### src/rtl/ascon_serial_host_pkg.sv
// Shared types and default geometry for the Ascon serial host driver.
package ascon_serial_host_pkg;

    localparam int DEF_KEY_W   = 128;
    localparam int DEF_AD_W    = 64;
    localparam int DEF_DATA_W  = 64;
    localparam int DEF_TAG_W   = 128;
    localparam int DEF_TIMEOUT = 1023;

    typedef enum logic [2:0] {
        IDLE,
        LOAD,
        START,
        WAIT,
        CAPTURE,
        RESP
    } state_t;

    function automatic int max3(input int a, input int b, input int c);
        int m;
        m = (a > b) ? a : b;
        return (m > c) ? m : c;
    endfunction

endpackage

### src/rtl/ascon_serial_host_shift_lane.sv
// Width-N shift register: parallel load, MSB-first shift-out, LSB shift-in.
module ascon_shift_lane #(
    parameter int N = 64
) (
    input  logic         clk,
    input  logic         rst,
    input  logic         load,
    input  logic [N-1:0] load_val,
    input  logic         shift_en,
    input  logic         shift_in,
    output logic [N-1:0] q,
    output logic         msb
);

    always_ff @(posedge clk or posedge rst) begin
        if (rst) begin
            q <= '0;
        end else if (load) begin
            q <= load_val;
        end else if (shift_en) begin
            // Truncating the concatenation drops the old MSB, which also works for N == 1.
            q <= N'({q, shift_in});
        end
    end

    assign msb = q[N-1];

endmodule

### src/rtl/ascon_serial_host.sv
// Host driver: serialises one request onto the Ascon core lanes, then deserialises
// the returned data and tag (or reports a timeout if the core never becomes ready).
module ascon_serial_host
    import ascon_serial_host_pkg::*;
#(
    parameter int KEY_W   = DEF_KEY_W,
    parameter int AD_W    = DEF_AD_W,
    parameter int DATA_W  = DEF_DATA_W,
    parameter int TAG_W   = DEF_TAG_W,
    parameter int TIMEOUT = DEF_TIMEOUT
) (
    input  logic              clk,
    input  logic              rst,
    input  logic              req_valid,
    output logic              req_ready,
    input  logic              req_decrypt,
    input  logic [KEY_W-1:0]  req_key,
    input  logic [KEY_W-1:0]  req_nonce,
    input  logic [AD_W-1:0]   req_ad,
    input  logic [DATA_W-1:0] req_data,
    output logic              resp_valid,
    input  logic              resp_ready,
    output logic [DATA_W-1:0] resp_data,
    output logic [TAG_W-1:0]  resp_tag,
    output logic              resp_timeout,
    output logic              ser_key,
    output logic              ser_nonce,
    output logic              ser_ad,
    output logic              ser_data,
    output logic              ser_start,
    output logic              ser_decrypt,
    input  logic              ser_output_data,
    input  logic              ser_tag,
    input  logic              ser_ready
);

    localparam int CAP_W = (DATA_W > TAG_W) ? DATA_W : TAG_W;
    localparam int CNT_W = $clog2(max3(KEY_W, TAG_W, TIMEOUT + 1));

    localparam logic [CNT_W-1:0] LOAD_LAST = CNT_W'(KEY_W - 1);
    localparam logic [CNT_W-1:0] WAIT_LAST = CNT_W'(TIMEOUT - 1);
    localparam logic [CNT_W-1:0] CAP_LAST  = CNT_W'(CAP_W - 1);
    localparam logic [CNT_W-1:0] DATA_LAST = CNT_W'(DATA_W - 1);
    localparam logic [CNT_W-1:0] TAG_LAST  = CNT_W'(TAG_W - 1);

    state_t           state, state_nxt;
    logic [CNT_W-1:0] cnt;

    logic req_take, lane_shift, resp_clr, dat_cap, tag_cap;
    logic cnt_clr, cnt_inc, set_to, clr_dec;

    logic              key_msb, nonce_msb, ad_msb, data_msb;
    logic [KEY_W-1:0]  key_q_unused, nonce_q_unused;
    logic [AD_W-1:0]   ad_q_unused;
    logic [DATA_W-1:0] data_q_unused;
    logic              dat_msb_unused, tag_msb_unused;

    always_ff @(posedge clk or posedge rst) begin
        if (rst) begin
            state <= IDLE;
        end else begin
            state <= state_nxt;
        end
    end

    always_comb begin
        state_nxt  = state;
        req_take   = 1'b0;
        lane_shift = 1'b0;
        resp_clr   = 1'b0;
        dat_cap    = 1'b0;
        tag_cap    = 1'b0;
        cnt_clr    = 1'b0;
        cnt_inc    = 1'b0;
        set_to     = 1'b0;
        clr_dec    = 1'b0;
        unique case (state)
            IDLE: begin
                if (req_valid) begin
                    req_take  = 1'b1;
                    cnt_clr   = 1'b1;
                    state_nxt = LOAD;
                end
            end
            LOAD: begin
                lane_shift = 1'b1;
                if (cnt == LOAD_LAST) begin
                    cnt_clr   = 1'b1;
                    state_nxt = START;
                end else begin
                    cnt_inc = 1'b1;
                end
            end
            START: begin
                cnt_clr   = 1'b1;
                state_nxt = WAIT;
            end
            WAIT: begin
                // Ready is tested before the timeout so a coincident ready still captures.
                if (ser_ready) begin
                    dat_cap   = 1'b1;
                    tag_cap   = 1'b1;
                    cnt_clr   = 1'b1;
                    state_nxt = CAPTURE;
                end else if (cnt == WAIT_LAST) begin
                    set_to    = 1'b1;
                    resp_clr  = 1'b1;
                    state_nxt = RESP;
                end else begin
                    cnt_inc = 1'b1;
                end
            end
            CAPTURE: begin
                // Bit index 0 was taken on the ready cycle, so this cycle carries index cnt+1.
                dat_cap = (cnt < DATA_LAST);
                tag_cap = (cnt < TAG_LAST);
                if (cnt == CAP_LAST) begin
                    state_nxt = RESP;
                end else begin
                    cnt_inc = 1'b1;
                end
            end
            RESP: begin
                if (resp_ready) begin
                    clr_dec   = 1'b1;
                    state_nxt = IDLE;
                end
            end
            default: state_nxt = IDLE;
        endcase
    end

    always_ff @(posedge clk or posedge rst) begin
        if (rst) begin
            cnt          <= '0;
            ser_decrypt  <= 1'b0;
            resp_timeout <= 1'b0;
        end else begin
            if (cnt_clr) begin
                cnt <= '0;
            end else if (cnt_inc) begin
                cnt <= cnt + 1'b1;
            end
            if (req_take) begin
                ser_decrypt  <= req_decrypt;
                resp_timeout <= 1'b0;
            end else begin
                if (clr_dec) ser_decrypt <= 1'b0;
                if (set_to) resp_timeout <= 1'b1;
            end
        end
    end

    // Serialisers shift in zeros, so short lanes fall silent once their width is exhausted.
    ascon_shift_lane #(.N(KEY_W)) u_key_lane (
        .clk(clk), .rst(rst), .load(req_take), .load_val(req_key),
        .shift_en(lane_shift), .shift_in(1'b0), .q(key_q_unused), .msb(key_msb)
    );

    ascon_shift_lane #(.N(KEY_W)) u_nonce_lane (
        .clk(clk), .rst(rst), .load(req_take), .load_val(req_nonce),
        .shift_en(lane_shift), .shift_in(1'b0), .q(nonce_q_unused), .msb(nonce_msb)
    );

    ascon_shift_lane #(.N(AD_W)) u_ad_lane (
        .clk(clk), .rst(rst), .load(req_take), .load_val(req_ad),
        .shift_en(lane_shift), .shift_in(1'b0), .q(ad_q_unused), .msb(ad_msb)
    );

    ascon_shift_lane #(.N(DATA_W)) u_data_lane (
        .clk(clk), .rst(rst), .load(req_take), .load_val(req_data),
        .shift_en(lane_shift), .shift_in(1'b0), .q(data_q_unused), .msb(data_msb)
    );

    ascon_shift_lane #(.N(DATA_W)) u_out_lane (
        .clk(clk), .rst(rst), .load(resp_clr), .load_val({DATA_W{1'b0}}),
        .shift_en(dat_cap), .shift_in(ser_output_data), .q(resp_data), .msb(dat_msb_unused)
    );

    ascon_shift_lane #(.N(TAG_W)) u_tag_lane (
        .clk(clk), .rst(rst), .load(resp_clr), .load_val({TAG_W{1'b0}}),
        .shift_en(tag_cap), .shift_in(ser_tag), .q(resp_tag), .msb(tag_msb_unused)
    );

    assign req_ready  = (state == IDLE);
    assign resp_valid = (state == RESP);
    assign ser_start  = (state == START);
    assign ser_key    = (state == LOAD) & key_msb;
    assign ser_nonce  = (state == LOAD) & nonce_msb;
    assign ser_ad     = (state == LOAD) & ad_msb;
    assign ser_data   = (state == LOAD) & data_msb;

endmodule

### config.mk
export PLATFORM = sky130hd
export DESIGN_NAME = ascon_serial_host
export DESIGN_NICKNAME = d
export VERILOG_FILES = /design/src/rtl/ascon_serial_host_pkg.sv /design/src/rtl/ascon_serial_host_shift_lane.sv /design/src/rtl/ascon_serial_host.sv
export SDC_FILE = /design/constraint.sdc
export NUM_CORES = 2
export LEC_CHECK = 0
export ABC_CLOCK_PERIOD_IN_PS = 34600
export CAP_MARGIN = 10
export CORE_AREA = 2 2 232 234
export DETAILED_ROUTE_END_ITERATION = 10
export DIE_AREA = 0 0 234 236
export DONT_BUFFER_PORTS = 1
export MAX_ROUTING_LAYER = met4
export PLACE_DENSITY = 0.67
export SETUP_SLACK_MARGIN = 0.4
export SYNTH_ARGS = -nofsm -noshare
export SYNTH_HDL_FRONTEND = slang
export SYNTH_SLANG_ARGS = --single-unit
### constraint.sdc
create_clock -name clk -period 34.6 [get_ports clk]
set_input_delay 6.92 -clock clk [delete_from_list [all_inputs] [get_ports clk]]
set_output_delay 6.92 -clock clk [all_outputs]
set_load 0.05 [all_outputs]
==> results.sh <==
export IMPL_outcome="finished clean"
export IMPL_synth_top_area_share=0.577
export IMPL_cts_root_buf="clkbuf_16"
export IMPL_drv_cap=0
export IMPL_drtAntennaViolNets=0
export IMPL_place_ws_ns=24.75
export IMPL_port_buffer_count=0
export IMPL_timing_fmax_ghz=0.101
export IMPL_crit_path_end_kind="output port"
export IMPL_routed_wl_um=67800
export IMPL_slew_headroom=0.190
export IMPL_hp_class="reg -> reg"
export IMPL_max_vdd_ir_drop_uv=51.2
export IMPL_dp_hpwl_um=44000
export IMPL_postCtsHoldBufs=0
export IMPL_p_leak_nw=12.3
export IMPL_avgSynthCellArea_um2=8.45
export IMPL_slowest_delay_ns=0.74
export IMPL_cpMaxStageDelayCell="buf_4"
export IMPL_synth_warnings=0
export IMPL_via_per_inst=5.62
export IMPL_start_util=0.483
export IMPL_rows=85
export IMPL_grt_pass1_vias=18900
export IMPL_synth_edff_count=0
export IMPL_cts_sinks=591
export IMPL_drive_gt1_frac=0.0464
export IMPL_synthCells=3033
export IMPL_crit_type="reg -> out"
export IMPL_clk_pin_slew_ns=0.06
export IMPL_fillers=4866
export IMPL_dieArea_um2=55200
export IMPL_h_tree_depth=2
export IMPL_cts_tree="done"
export IMPL_grt_antenna_before_repair=8
export IMPL_ys_seq_elements=591
export IMPL_crit_chain="inv_1 > nor3_4 > buf_4 > and2_1"
export IMPL_final_period_utilization=0.285
export IMPL_drt_initial_drc_count=1813
export IMPL_finalMaxSlewViolations=0
export IMPL_grt_pass1_wl_um=105000
export IMPL_synth_area_leader_cell="dfrtp_1"
export IMPL_start_kind="flip-flop"
export IMPL_worstMarginPinSlew_ns=1.22
export IMPL_synth_most_common_cell="nand2_1"
export IMPL_yosysUniqueCellTypes=38
export IMPL_syn_area_um2=25600
export IMPL_critPathRequiredTime_ns=27.68
export IMPL_reg2reg_slack_ns=30.63
export IMPL_grt_max_degree=264
export IMPL_skew_ns=0.0192
export IMPL_finalHoldViolCount=0
export IMPL_pin_count=593
export IMPL_wl_per_cell_um=18.7
export IMPL_ys_flop_type="dfrtp_1"
export IMPL_setup_ws_ns=24.73
export IMPL_post_cts_setup_buffer_count=0
export IMPL_overflow=0
export IMPL_synthTopCellsByArea="dfrtp_1, nand2_1, a31oi_1, nor2_1, nand3_1"
export IMPL_clkLatencyLatePin_ns=0.61
export IMPL_cts_made_buffers=61
export IMPL_cp_max_fo=93
export IMPL_synth_seq_area_share=0.577
export IMPL_async_reset_ff_frac=1.00
export IMPL_critPathArrivalTime_ns=2.95
export IMPL_first_pass_iters=5
export IMPL_tns_ns=0
export IMPL_synth_common_cells="nand2_1, dfrtp_1, nor2_1"
export IMPL_setup_violations=0
export IMPL_synth_net_count=3427
export IMPL_die_x_um=234
export IMPL_post_cts_resized=0
export IMPL_whs_ns=0.500
export IMPL_layout_nets=3271
export IMPL_drc_errors=0
export IMPL_rsz0062_at_grt="false"
export IMPL_core_area_um2=53100
export IMPL_fin_crit_ns=9.87
export IMPL_area_growth_syn_to_layout_pct=8.62
export IMPL_gp_congestion=0.867
export IMPL_clockBufferDepth=3
export IMPL_p_total_w=0.00250
export IMPL_die_y_um=236
export IMPL_vias=20400
export IMPL_powerDensity_nw_per_um2=89.7
export IMPL_grtUsageTotal=0.244
## kinds of logic (layout without fill, tap and decap cells)
| kind of cell | after synthesis | count (layout) | share of synthesized area |
|---|---|---|---|
| other | 0 | 8 | 0 |
| buffers and inverters | 379 | 275 | 0.0588 |
| adder cells (fa/ha/maj) | 2 | 2 | 0.000977 |
| AO/OA/AOI/OAI | 609 | 609 | 0.139 |
| XOR/XNOR | 2 | 2 | 0.000684 |
| flip-flops | 591 | 591 | 0.577 |
| AND/OR/NAND/NOR | 1450 | 1450 | 0.223 |
## through the flow
| step | instance area, um^2 | utilization | instances |
|---|---|---|---|
| detailed placement | 25800 | 0.485 | 3510 |
| global placement | 25800 | 0.485 | 3510 |
| floorplan | 25600 | - | 3033 |
| global route | 27800 | 0.524 | 3633 |
| CTS | 27800 | 0.524 | 3625 |
| finish | 27800 | 0.524 | 3633 |
## report_power, final
group          total (W)  switching [W]  internal, W
combinational   0.000748       0.000485     0.000263
clock           0.000668       0.000278     0.000390
sequential       0.00108       0.000141     0.000939
total            0.00250       0.000904      0.00159
## state kept, by name, summed over array words and instances, names as in the netlist, 3 cells and up
register	count
u_key_lane.q	128
state	3
u_out_lane.q	64
cnt	10
u_nonce_lane.q	128
u_data_lane.q	64
u_tag_lane.q	128
u_ad_lane.q	64
## cell usage in the layout, fill, tap and decap left out, drive strengths merged, types with 2 or more instances in the layout
master and count:
clkinv 17, inv 139, o21ai 205, bufinv 3
nor2 384, a31oi 378, a21oi 12, dfrtp 591
clkinvlp 2, ha 2, o22ai 3, nor3 7
nand4 2, o31ai 3, clkbuf 92, nand3 135
xnor2 2, nand2 898, or4 3, and2 5
o32a 2, buf 22, or3 8, diode 8
and3 3
## worst paths after layout
path                                 endpoint  cells past startpoint             from
setup / recovery                       ser_ad                      4         state[0]
hold / removal                u_ad_lane.q[63]                      2  u_ad_lane.q[63]
setup reg to reg             u_tag_lane.q[30]                      9           cnt[0]
hold reg to reg               u_ad_lane.q[63]                      2  u_ad_lane.q[63]
max in group asynchronous    u_key_lane.q[34]                      3              rst
min in group asynchronous  u_nonce_lane.q[48]                      1              rst
## routing by layer
metal / GRT usage / wire, um / vias to the layer above
met2: 0.366 / 31800 / 637
met5: - / 0 / -
met3: 0.0665 / 5670 / 177
met4: 0.112 / 3120 / 0
li1: - / - / 9699
met1: 0.308 / 27200 / 9913
## final cells by class
type	instances	area (um^2)	area share
sequential	591	14800	0.531
multi-input combinational	2063	9370	0.337
clock buffer	92	1850	0.0663
tap	696	871	0.0313
inverter	138	526	0.0189
clock inverter	23	206	0.00742
timing repair buffer	22	203	0.00728
antenna	8	20.0	0.000719
## worst max-delay path, delay by kind of cell, from the launching register on
kind                   cells  cell delay (ns)
buffers and inverters      2             0.96
AND/OR/NAND/NOR            2             0.76
flip-flops                 1             0.57
Power figures use the tool's default switching activity.
